===== config.mk =====
export PLATFORM = sky130hd
export DESIGN_NAME = battery_sprite_ctrl
export DESIGN_NICKNAME = d
export VERILOG_FILES = /design/src/rtl/battery_sprite_ctrl.sv
export SDC_FILE = /design/constraint.sdc
export NUM_CORES = 1
export LEC_CHECK = 0
export ABC_AREA = 0
export CORE_ASPECT_RATIO = 1.5
export CORE_MARGIN = 5
export CORE_UTILIZATION = 47
export CTS_CLUSTER_DIAMETER = 150
export DETAILED_ROUTE_END_ITERATION = 8
export GPL_TIMING_DRIVEN = 0
export PLACE_DENSITY = 0.84
export SLEW_MARGIN = 20
export SYNTH_ARGS = -nofsm -noshare
export SYNTH_HDL_FRONTEND = slang
export SYNTH_SLANG_ARGS = --single-unit

===== constraint.sdc =====
create_clock -name clk -period 7 [get_ports clk]
set_input_delay 2.1 -clock clk [delete_from_list [all_inputs] [get_ports clk]]
set_output_delay 2.1 -clock clk [all_outputs]
set_load 0.01 [all_outputs]

===== src/rtl/battery_sprite_ctrl.sv =====
// Battery pickup sprite controller: spawn/lifetime FSM, tear-free position commit,
// screen-space hit test, ROM addressing and 2-stage palette pipeline. Blink phase: BATTERY_BLINK_EN.
module battery_sprite_ctrl #(
  parameter int         SPR_W           = 32,
  parameter int         SPR_H           = 32,
  parameter int         ADDR_W          = 10,
  parameter int         LIFE_FRAMES     = 600,
  parameter int         BLINK_FRAMES    = 120,
  parameter logic [3:0] TRANSPARENT_IDX = 4'd0
) (
  input  logic              clk,
  input  logic              reset_n,
  input  logic              frame_start,
  input  logic              spawn,
  input  logic [9:0]        spawn_x,
  input  logic [9:0]        spawn_y,
  input  logic              collect,
  input  logic [9:0]        draw_x,
  input  logic [9:0]        draw_y,
  output logic [ADDR_W-1:0] rom_addr,
  input  logic [3:0]        rom_data,
  output logic [3:0]        pal_index,
  input  logic [3:0]        pal_r,
  input  logic [3:0]        pal_g,
  input  logic [3:0]        pal_b,
  output logic              pix_valid,
  output logic [3:0]        pix_r,
  output logic [3:0]        pix_g,
  output logic [3:0]        pix_b,
  output logic              active,
  output logic              collected
);

  localparam int XB = $clog2(SPR_W);
  localparam int YB = $clog2(SPR_H);
  localparam int LW = $clog2(LIFE_FRAMES);

`ifdef BATTERY_BLINK_EN
  localparam int BLINK_LEN = BLINK_FRAMES;
  localparam logic [LW-1:0] LIFE_LAST = LW'(LIFE_FRAMES - 1);
  typedef enum logic [1:0] {S_IDLE = 2'd0, S_ACTIVE = 2'd1, S_BLINK = 2'd2} state_t;
`else
  // Without blinking the whole lifetime is spent in ACTIVE.
  localparam int BLINK_LEN = 0 * BLINK_FRAMES;
  typedef enum logic [1:0] {S_IDLE = 2'd0, S_ACTIVE = 2'd1} state_t;
`endif
  localparam logic [LW-1:0] ACT_LAST = LW'(LIFE_FRAMES - BLINK_LEN - 1);

  state_t            r_state, w_state_nxt;
  logic [LW-1:0]     r_life, w_life_nxt;
  logic [9:0]        r_pend_x, r_pend_y, r_pos_x, r_pos_y;
  logic [9:0]        w_commit_x, w_commit_y;
  logic              r_vis, w_vis_nxt, w_collected_nxt;
  logic              r_hit1, r_pix_valid, r_active, r_collected, w_pix_valid_nxt;
  logic [3:0]        r_pix_r, r_pix_g, r_pix_b;
  logic [10:0]       w_x_end, w_y_end;
  logic              w_hit0;
  logic [XB-1:0]     w_dx;
  logic [YB-1:0]     w_dy;

  // Next-state, lifetime counter and collect acceptance; spawn overrides every other event
  always_comb begin
    w_state_nxt     = r_state;
    w_life_nxt      = r_life;
    w_collected_nxt = 1'b0;
    if (spawn) begin
      w_state_nxt = S_ACTIVE;
      w_life_nxt  = {LW{1'b0}};
    end else if (collect && (r_state != S_IDLE)) begin
      w_state_nxt     = S_IDLE;
      w_collected_nxt = 1'b1;
    end else if (frame_start) begin
      case (r_state)
        S_ACTIVE: begin
          w_life_nxt = r_life + {{(LW-1){1'b0}}, 1'b1};
`ifdef BATTERY_BLINK_EN
          w_state_nxt = (r_life == ACT_LAST) ? S_BLINK : S_ACTIVE;
`else
          w_state_nxt = (r_life == ACT_LAST) ? S_IDLE : S_ACTIVE;
`endif
        end
`ifdef BATTERY_BLINK_EN
        S_BLINK: begin
          w_life_nxt  = r_life + {{(LW-1){1'b0}}, 1'b1};
          w_state_nxt = (r_life == LIFE_LAST) ? S_IDLE : S_BLINK;
        end
`endif
        default: w_state_nxt = r_state;
      endcase
    end else begin
      w_state_nxt = r_state;
    end
  end

  // Visibility committed at frame start reflects the state entered on that edge
  always_comb begin
    w_vis_nxt = 1'b0;
`ifdef BATTERY_BLINK_EN
    if (w_state_nxt == S_ACTIVE) begin
      w_vis_nxt = 1'b1;
    end else if (w_state_nxt == S_BLINK) begin
      w_vis_nxt = ~w_life_nxt[2];
    end else begin
      w_vis_nxt = 1'b0;
    end
`else
    w_vis_nxt = (w_state_nxt == S_ACTIVE);
`endif
  end

  assign w_commit_x = spawn ? spawn_x : r_pend_x;
  assign w_commit_y = spawn ? spawn_y : r_pend_y;

  // Hit test against committed position; 11-bit bounds keep sprites near the edge from wrapping
  assign w_x_end   = {1'b0, r_pos_x} + 11'(SPR_W);
  assign w_y_end   = {1'b0, r_pos_y} + 11'(SPR_H);
  assign w_hit0    = (draw_x >= r_pos_x) && ({1'b0, draw_x} < w_x_end) &&
                     (draw_y >= r_pos_y) && ({1'b0, draw_y} < w_y_end);
  assign w_dx      = draw_x[XB-1:0] - r_pos_x[XB-1:0];
  assign w_dy      = draw_y[YB-1:0] - r_pos_y[YB-1:0];
  assign rom_addr  = w_hit0 ? ADDR_W'({w_dy, w_dx}) : {ADDR_W{1'b0}};
  assign pal_index = rom_data;

  assign w_pix_valid_nxt = r_hit1 && (rom_data != TRANSPARENT_IDX);

  // FSM state, lifetime counter and pending spawn position
  always_ff @(posedge clk or negedge reset_n) begin
    if (!reset_n) begin
      r_state  <= S_IDLE;
      r_life   <= {LW{1'b0}};
      r_pend_x <= 10'd0;
      r_pend_y <= 10'd0;
    end else begin
      r_state <= w_state_nxt;
      r_life  <= w_life_nxt;
      if (spawn) begin
        r_pend_x <= spawn_x;
        r_pend_y <= spawn_y;
      end
    end
  end

  // Shadow commit of position and visibility, only at frame start
  always_ff @(posedge clk or negedge reset_n) begin
    if (!reset_n) begin
      r_pos_x <= 10'd0;
      r_pos_y <= 10'd0;
      r_vis   <= 1'b0;
    end else if (frame_start) begin
      r_pos_x <= w_commit_x;
      r_pos_y <= w_commit_y;
      r_vis   <= w_vis_nxt;
    end
  end

  // Pixel pipeline (hit aligned with ROM data, then colour) and registered status outputs
  always_ff @(posedge clk or negedge reset_n) begin
    if (!reset_n) begin
      r_hit1      <= 1'b0;
      r_pix_valid <= 1'b0;
      r_pix_r     <= 4'd0;
      r_pix_g     <= 4'd0;
      r_pix_b     <= 4'd0;
      r_active    <= 1'b0;
      r_collected <= 1'b0;
    end else begin
      r_hit1      <= w_hit0 & r_vis;
      r_pix_valid <= w_pix_valid_nxt;
      r_pix_r     <= w_pix_valid_nxt ? pal_r : 4'd0;
      r_pix_g     <= w_pix_valid_nxt ? pal_g : 4'd0;
      r_pix_b     <= w_pix_valid_nxt ? pal_b : 4'd0;
      r_active    <= (w_state_nxt != S_IDLE);
      r_collected <= w_collected_nxt;
    end
  end

  assign pix_valid = r_pix_valid;
  assign pix_r     = r_pix_r;
  assign pix_g     = r_pix_g;
  assign pix_b     = r_pix_b;
  assign active    = r_active;
  assign collected = r_collected;

endmodule

Yosys cells after proc, flatten, opt, wreduce, memory -nomap -nowiden

Index checks and enable logic that the tools add are counted.

$add $sub $neg: 5
Bitwise logic cells: 1
Equality and inequality tests: 4
Mux-type cells: 17
Order comparisons: 4
Reduce and logical (&&, ||, !) cells: 11

Operators by type and width:

| operator                                             | number |
|---|---|
| two-way mux 10 bit                                   | 7 |
| adder 10 x 6 -> 11 bit (second input constant)       | 2 |
| < comparator 10 x 11 -> 1 bit                        | 2 |
| greater-or-equal comparator 10 bit                   | 2 |
| two-way mux 4 bit                                    | 3 |
| adder 10 x 1 -> 10 bit (second input constant)       | 1 |
| equality test 10 bit (second input constant)         | 1 |
| subtractor 5 bit                                     | 2 |
| two-way mux 2 bit                                    | 4 |
| nonzero test 2 bit                                   | 4 |
| logical AND 1 bit                                    | 5 |
| equality test 2 x 1 -> 1 bit (second input constant) | 2 |
| nonzero test 4 bit                                   | 1 |
| two-way mux 1 bit                                    | 3 |
| AND reduction 3 bit                                  | 1 |
| inequality test 2 bit (second input constant)        | 1 |
| bitwise AND 1 bit                                    | 1 |

Logic and storage cells: 56
Register bits after elaboration: 69

Depth between registers and ports, before layout

Gate-level depths: netlist (run 1).

Depth after elaboration: 7
Gate-level depth with buffers: 10

Worst setup path before layout (run 1)

No wires, ideal clock.

Kind: input port to output port
From: in draw_y[0]
To: out rom_addr[6]
Stages on the path: 10
Path buffers: 1
Slack: 1.205 ns
Arrival time: 3.695 ns
Cells stage by stage: inv_1 > ha_1 > inv_1 > fa_1 > a21o_1 > a21oi_1 > a31oi_1 > o21ai_1 > buf_2 > nor4b_2

Cells in the longest elaborated chain, start to end: 4
Elaborated cells on any way between the ends: 6

RTL lines:

| what                               | RTL line | source |
|---|---|---|
| start: declaration                 | 19       | `input logic [9:0] draw_y,` |
| greater-or-equal comparator 10 bit | 118      | `(draw_y >= r_pos_y) && ({1'b0, draw_y} < w_y_end);` |
| logical AND 1 bit                  | 117      | `assign w_hit0 = (draw_x >= r_pos_x) && ({1'b0, draw_x} < w_x_end) &&` |
| logical AND 1 bit                  | 118      |  |
| two-way mux 10 bit (*)             | 121      | `assign rom_addr = w_hit0 ? ADDR_W'({w_dy, w_dx}) : {ADDR_W{1'b0}};` |
| end: declaration                   | 20       | `output logic [ADDR_W-1:0] rom_addr,` |

Mark *: on every way between the ends. The rest lies on a longest branch, timed or not.

Final worst setup path (run 1)

Ends and elaborated chain as after synthesis.

==> impl_metrics.toml, run 1 <==
[global_route]
antenna_found_initial = 0
grt_max_degree = 62
gr-usage-all-layers = 0.1932
grt_pass1_wl_um = 15090
grt_overflow_total = 0
grt_pass1_vias = 3131

[critical_path]
cp.required_ns = 4.90
crit_path_end_kind = "primary output"
cp-startpoint = "draw_y[0]"
crit_fanout = 10
crit_chain = "clkdlybuf4s50_1, inv_1, ha_1, inv_1, fa_1, a21o_1, a21oi_1, a31oi_1, o21ai_2, buf_6, nor4b_2, clkdlybuf4s50_1"
timing.rr.start = "r_pos_y[5]$_DFFE_PN0P_"
crit_type = "primary input to primary output"
critPathMaxStageDelay_ns = 0.49
worstSetupStartpointType = "primary input"
crit_family = "buffers and inverters"
critPathSlowestCell = "clkdlybuf4s50_1"
worstPathArrival_ns = 4.70
worst-path-buf-inv = 5

[power_and_ir_drop]
ir_drop_v = 0.0001938
p_leak_uw = 0.002273
p_total_uw = 1243
p_per_area_nw_per_um2 = 240.9

[synthesis]
yosysWarnings = 0
syn_area_um2 = 3752
ys_types = 50
synth_seq_cells = 69
seq_area_frac_synth = 0.4602
synth_nets = 441
syn_area_per_cell_um2 = 10.88
postSynthCellCount = 345

[timing]
hold_viol_final = 0
max_slew_margin = 0.5845
tns_ns = 0
rsz0062_at_grt = "no"
worstMarginPinSlew_ns = 0.6232
fin_ws_ns = 0.2036
fin_crit_sh = 0.9709
timing.final.max_slew_violations = 0
clock_skew_ns = 0.006585
clock.fmax_mhz = 147.1
whs_ns = 0.4990
period_minus_slack_ns = 6.796
setup_viol_count_final = 0

[clock_tree]
cts_setup_buffers = 0
cts_tree = "done"
clock_path_buffers = 2
root_buffer = "clkbuf_16"
path_clk_slew_ns = 0.05
numCtsBuffers = 9
clock_sinks = 69
worstSkewPairLatency_ns = 0.33
htreeDepth = 3

[floorplanning]
start_util = 0.4745
fp.dieH_um = 119.4
num_io_pins = 90
core_area_um2 = 7908
die_w_um = 82.96
dieArea_um2 = 9908
rows = 40

[detailed_routing]
ant_nets = 0
wl_per_cell_um = 16.62
drc = 0
drtIter0Drc = 121
wirelength_um = 9223
vias = 2918
dr.pass1.iters = 4
viasPerCell = 5.258

[cells_and_area]
final_common_cell = "clkdlybuf4s50_1"
finalNetCount = 541
antenna_cells = 0
syn_to_final_growth_pct = 37.51
layout_common_cells = "clkdlybuf4s50_1, dfrtp_1, ha_1"
drive_gt1_frac = 0.1422

[place]
preCtsSetupSlack_ns = 0.05325
portBuffers = 88
hpwl_um = 6948
gp_congestion = 0.8549

[flow_run]
drv_cap = 0

[run_status]
outcome = "finished clean"

[hold_path]
min_path_type = "flop to flop"
worstHoldStart = "r_pend_x[3]$_DFF_PN0_"
synth_stat cells, drive strengths merged:
cell type   n  area (um2)
dfrtp      69        1727
a32oi       1       8.760
and2       12       75.07
fa          2       40.04
mux2       22       247.7
nor2       14       68.82
nor4        9       112.6
o211a       1       10.01
and4b       1       10.01
mux2i       1       10.01
nand3b      1       7.510
a31oi       3       18.77
nand2b      1       6.260
a21o        3       22.52
o2111ai     1       8.760
clkbuf      6       22.52
a221oi      1       8.760
nor4bb      1       10.01
a2111o      1       11.26
a2111oi     1       15.01
xor2       10       87.58
nand4       4       25.02
and3        5       36.28
xnor2      11       96.34
ha         33       412.9
a211oi      1       7.510
o211ai      2       15.01
buf        10       61.30
o41a        1       11.26
inv        27       101.4
a21oi      14       70.07
and4        1       8.760
and4bb      1       12.51
nand3      11       55.05
nor3        1       5.000
o22ai       2       12.51
nor2b       2       12.51
o21a        3       22.52
nor3b       1       7.510
nand2      29       111.4
o21ai      23       115.1
nor4b       2       23.77
what timing repair did:
item                                    CTS  global route
gates resized for setup                   0             5
hold buffers                              0             0
endpoints found under the setup margin    0             9
layer usage:
metal / wire, um / part of all wire / global-route usage
met1: 3307 / 0.36 / 0.1942
met2: 5376 / 0.58 / 0.3670
met3: 310 / 0.034 / 0.04775
met4: 228 / 0.025 / 0.08896
met5: 0 / 0 / 0
path summary, 6_finish.rpt:
kind | to | slack, ns | cells after the start
max in group asynchronous | r_pos_y[1]$_DFFE_PN0P_ | 4.89 | 2
worst min-delay path | r_pend_x[3]$_DFF_PN0_ | 0.50 | 1
worst max register to register | r_hit1$_DFF_PN0_ | 4.49 | 10
worst min register to register | r_pend_x[3]$_DFF_PN0_ | 0.50 | 1
min in group asynchronous | r_pos_x[7]$_DFFE_PN0P_ | 1.60 | 1
worst max-delay path | rom_addr[6] | 0.20 | 12
power breakdown:
| part | internal, uW | total [uW] | switching, uW |
|---|---|---|---|
| combinational | 132 | 270 | 139 |
| sequential | 429 | 445 | 15.3 |
| clock | 368 | 528 | 161 |
| total | 929 | 1240 | 315 |
final cells by class:
type | count | area, um2
fill | 615 | 2748
clock buffer | 11 | 252.7
buffer | 16 | 91.34
clock inverter | 5 | 106.4
sequential | 69 | 1727
multi-input combinational | 233 | 1844
tap | 105 | 131.4
timing repair buffer | 89 | 905.9
inverter | 27 | 101.3
cell families (layout without fill, tap and decap cells):
group | Yosys count | in the layout | share of synthesized area
buf+inv | 43 | 148 | 0.04935
compound gates | 58 | 58 | 0.09536
xor+xnor | 21 | 21 | 0.04901
simple gates | 96 | 96 | 0.1567
mux | 23 | 23 | 0.06869
fa+ha+maj | 35 | 35 | 0.1207
flops | 69 | 69 | 0.4602
per-stage QoR:
step / std cells / cell area [um2] / utilization
after detailed placement: 539 / 4790 / 0.6057
final: 555 / 5160 / 0.6525
after global placement: 538 / 4765 / 0.6025
after global routing: 555 / 5160 / 0.6525
after floorplan: 345 / 3752 / -
after CTS: 555 / 5149 / 0.6511
state kept, by name, summed over array words and instances, names as in the netlist:
signal	flops
active	1
collected	1
pix_b	4
pix_g	4
pix_r	4
pix_valid	1
r_hit1	1
r_life	10
r_pend_x	10
r_pend_y	10
r_pos_x	10
r_pos_y	10
r_state	2
r_vis	1
(Power assumes the default switching activity.)
==> run 2: changes to the inputs <==
Settings changed: SLEW_MARGIN 20 to 0.
==> impl_metrics.toml, run 2 (synthesized netlist as in run 1, its figures left out) <==
[global_route]
antenna_found_initial = 0
top_usage_layer = "met2"
grtUsageMet2 = 0.3504
grtUsageMet1 = 0.1986
grt_overflow_total = 0
gr-usage-all-layers = 0.1906
grt_use_met3 = 0.03875
grt_pass1_vias = 3166
grt_pass1_wl_um = 14950
grt_max_degree = 70

[timing]
timing.final.max_slew_violations = 0
period_minus_slack_ns = 6.802
max_slew_margin = 0.4255
rsz0062_at_grt = "no"
clock_skew_ns = 0.008032
fin_ws_ns = 0.1977
fin_crit_sh = 0.9718
setup_viol_count_final = 0
tns_ns = 0
worstMarginPinSlew_ns = 0.8617
clock.fmax_mhz = 147.0
hold_viol_final = 0

[power_and_ir_drop]
seqPwrFrac = 0.377
ir_drop_v = 0.0002032
p_switching_uw = 313.3
p_int_uw = 864.8
swShare = 0.2659
clockPowerShare = 0.397
pwr-share-comb = 0.226
p_leak_uw = 0.002239
p_per_area_nw_per_um2 = 231.3

[critical_path]
crit_fanout = 10
worstPathArrival_ns = 4.70
critPathMaxStageDelay_ns = 0.58
worstSetupStartpointType = "primary input"
crit_chain = "clkdlybuf4s50_1, ha_1, nor2b_1, o21a_1, o2111ai_1, a21oi_1, clkbuf_2, nor4_2, clkdlybuf4s50_1"
crit_path_end_kind = "primary output"
cpMostUsedCell = "clkdlybuf4s50_1"
critPathSlowestCell = "clkdlybuf4s50_1"
crit_type = "primary input to primary output"
cp.required_ns = 4.90

[cells_and_area]
syn_to_final_growth_pct = 35.75
final_common_cell = "clkdlybuf4s50_1"
final_area_um2 = 5094
drive_gt1_frac = 0.1403
antenna_cells = 0
finalNonFillerCells = 554
finalNetCount = 540
layout_common_cells = "clkdlybuf4s50_1, dfrtp_1, ha_1"
fillers = 650

[clock_tree]
cts_hold_buf = 0
root_buffer = "clkbuf_16"
clock_sinks = 69
cts_tree = "done"
worstSkewPairLatency_ns = 0.33
path_clk_slew_ns = 0.06
clock_path_buffers = 2
numCtsBuffers = 9
htreeDepth = 3

[place]
gp_congestion = 0.8549
placed_cells = 538
hpwl_um = 6905
portBuffers = 88
placed_cell_area_um2 = 4762
preCtsSetupSlack_ns = 0.04326

[floorplanning]
rows = 40
num_io_pins = 90
fp.dieH_um = 119.4
core_area_um2 = 7908
dieArea_um2 = 9908
start_util = 0.4745
die_w_um = 82.96

[detailed_routing]
wirelength_um = 9030
vias = 2884
wl_per_cell_um = 16.30
drc = 0
dr.pass1.iters = 4
viasPerCell = 5.206
ant_nets = 0
drtIter0Drc = 133

[hold_path]
min_path_type = "flop to flop"

[flow_run]
drv_cap = 0

[run_status]
outcome = "finished clean"
## run 2: cell types whose count changed in the layout (fill, tap and decap cells not counted)
cell        before  now
clkbuf_8         2    3
clkinv_4         1    0
clkinvlp_4       1    2
inv_6            0    1
buf_16           1    0
bufinv_16        3    1
## run 2: area by class of cell
cell class	count	area [um2]	area share
Multi-Input combinational cell	233	1844	0.3621
Sequential cell	69	1727	0.3390
Timing Repair Buffer	88	878.3	0.1724
Clock buffer	12	266.5	0.05232
Tap cell	105	131.4	0.02579
Inverter	27	101.3	0.01990
Buffer	16	91.34	0.01793
Clock inverter	4	53.80	0.01056
## run 2: per-stage QoR
stage               utilization  hold WS (ns)  total power, uW
CTS                      0.6427        0.4989             1187
global route             0.6441        0.5082             1239
detailed placement       0.6022        0.4843            712.8
finish                   0.6441        0.4951             1178
global placement         0.6025        0.4774            701.5
floorplan                     -        0.4681            611.3
## run 2: critical path: cells and delay by family
family / cells / cell delay (ns)
compound gates: 3 / 0.50
fa+ha+maj: 1 / 0.33
buf+inv: 3 / 1.32
simple gates: 2 / 0.45
## run 2: path summary, 6_finish.rpt
check | start | to | slack (ns) | cells past startpoint
max | draw_y[1] | rom_addr[2] | 0.20 | 9
min | r_pend_y[0]$_DFF_PN0_ | r_pend_y[0]$_DFF_PN0_ | 0.50 | 1
max reg2reg | r_pos_y[5]$_DFFE_PN0P_ | r_hit1$_DFF_PN0_ | 4.49 | 10
min reg2reg | r_pend_y[0]$_DFF_PN0_ | r_pend_y[0]$_DFF_PN0_ | 0.50 | 1
max in group asynchronous | reset_n | r_life[3]$_DFFE_PN0P_ | 4.54 | 1
min in group asynchronous | reset_n | r_pend_x[0]$_DFF_PN0_ | 1.89 | 1
## run 2: what timing repair did
action                     4_1_cts  5_1_grt
setup buffers                    0        0
resized for setup                0        5
setup endpoints to repair        0        9
## run 2: power by group through the flow
stage / Combinational, uW / Sequential (uW) / Clock [uW]
4_1_cts: 266 / 444 / 477
6_report: 266 / 444 / 468
3_3_place_gp: 253 / 449 / 0
5_1_grt: 296 / 447 / 496
3_5_place_dp: 262 / 451 / 0
2_1_floorplan: 163 / 448 / 0
## run 2: metal layers
metal	share of wire	routed length, um
met1	0.37	3313
met2	0.56	5086
met3	0.030	273
met4	0.039	356
met5	0	0
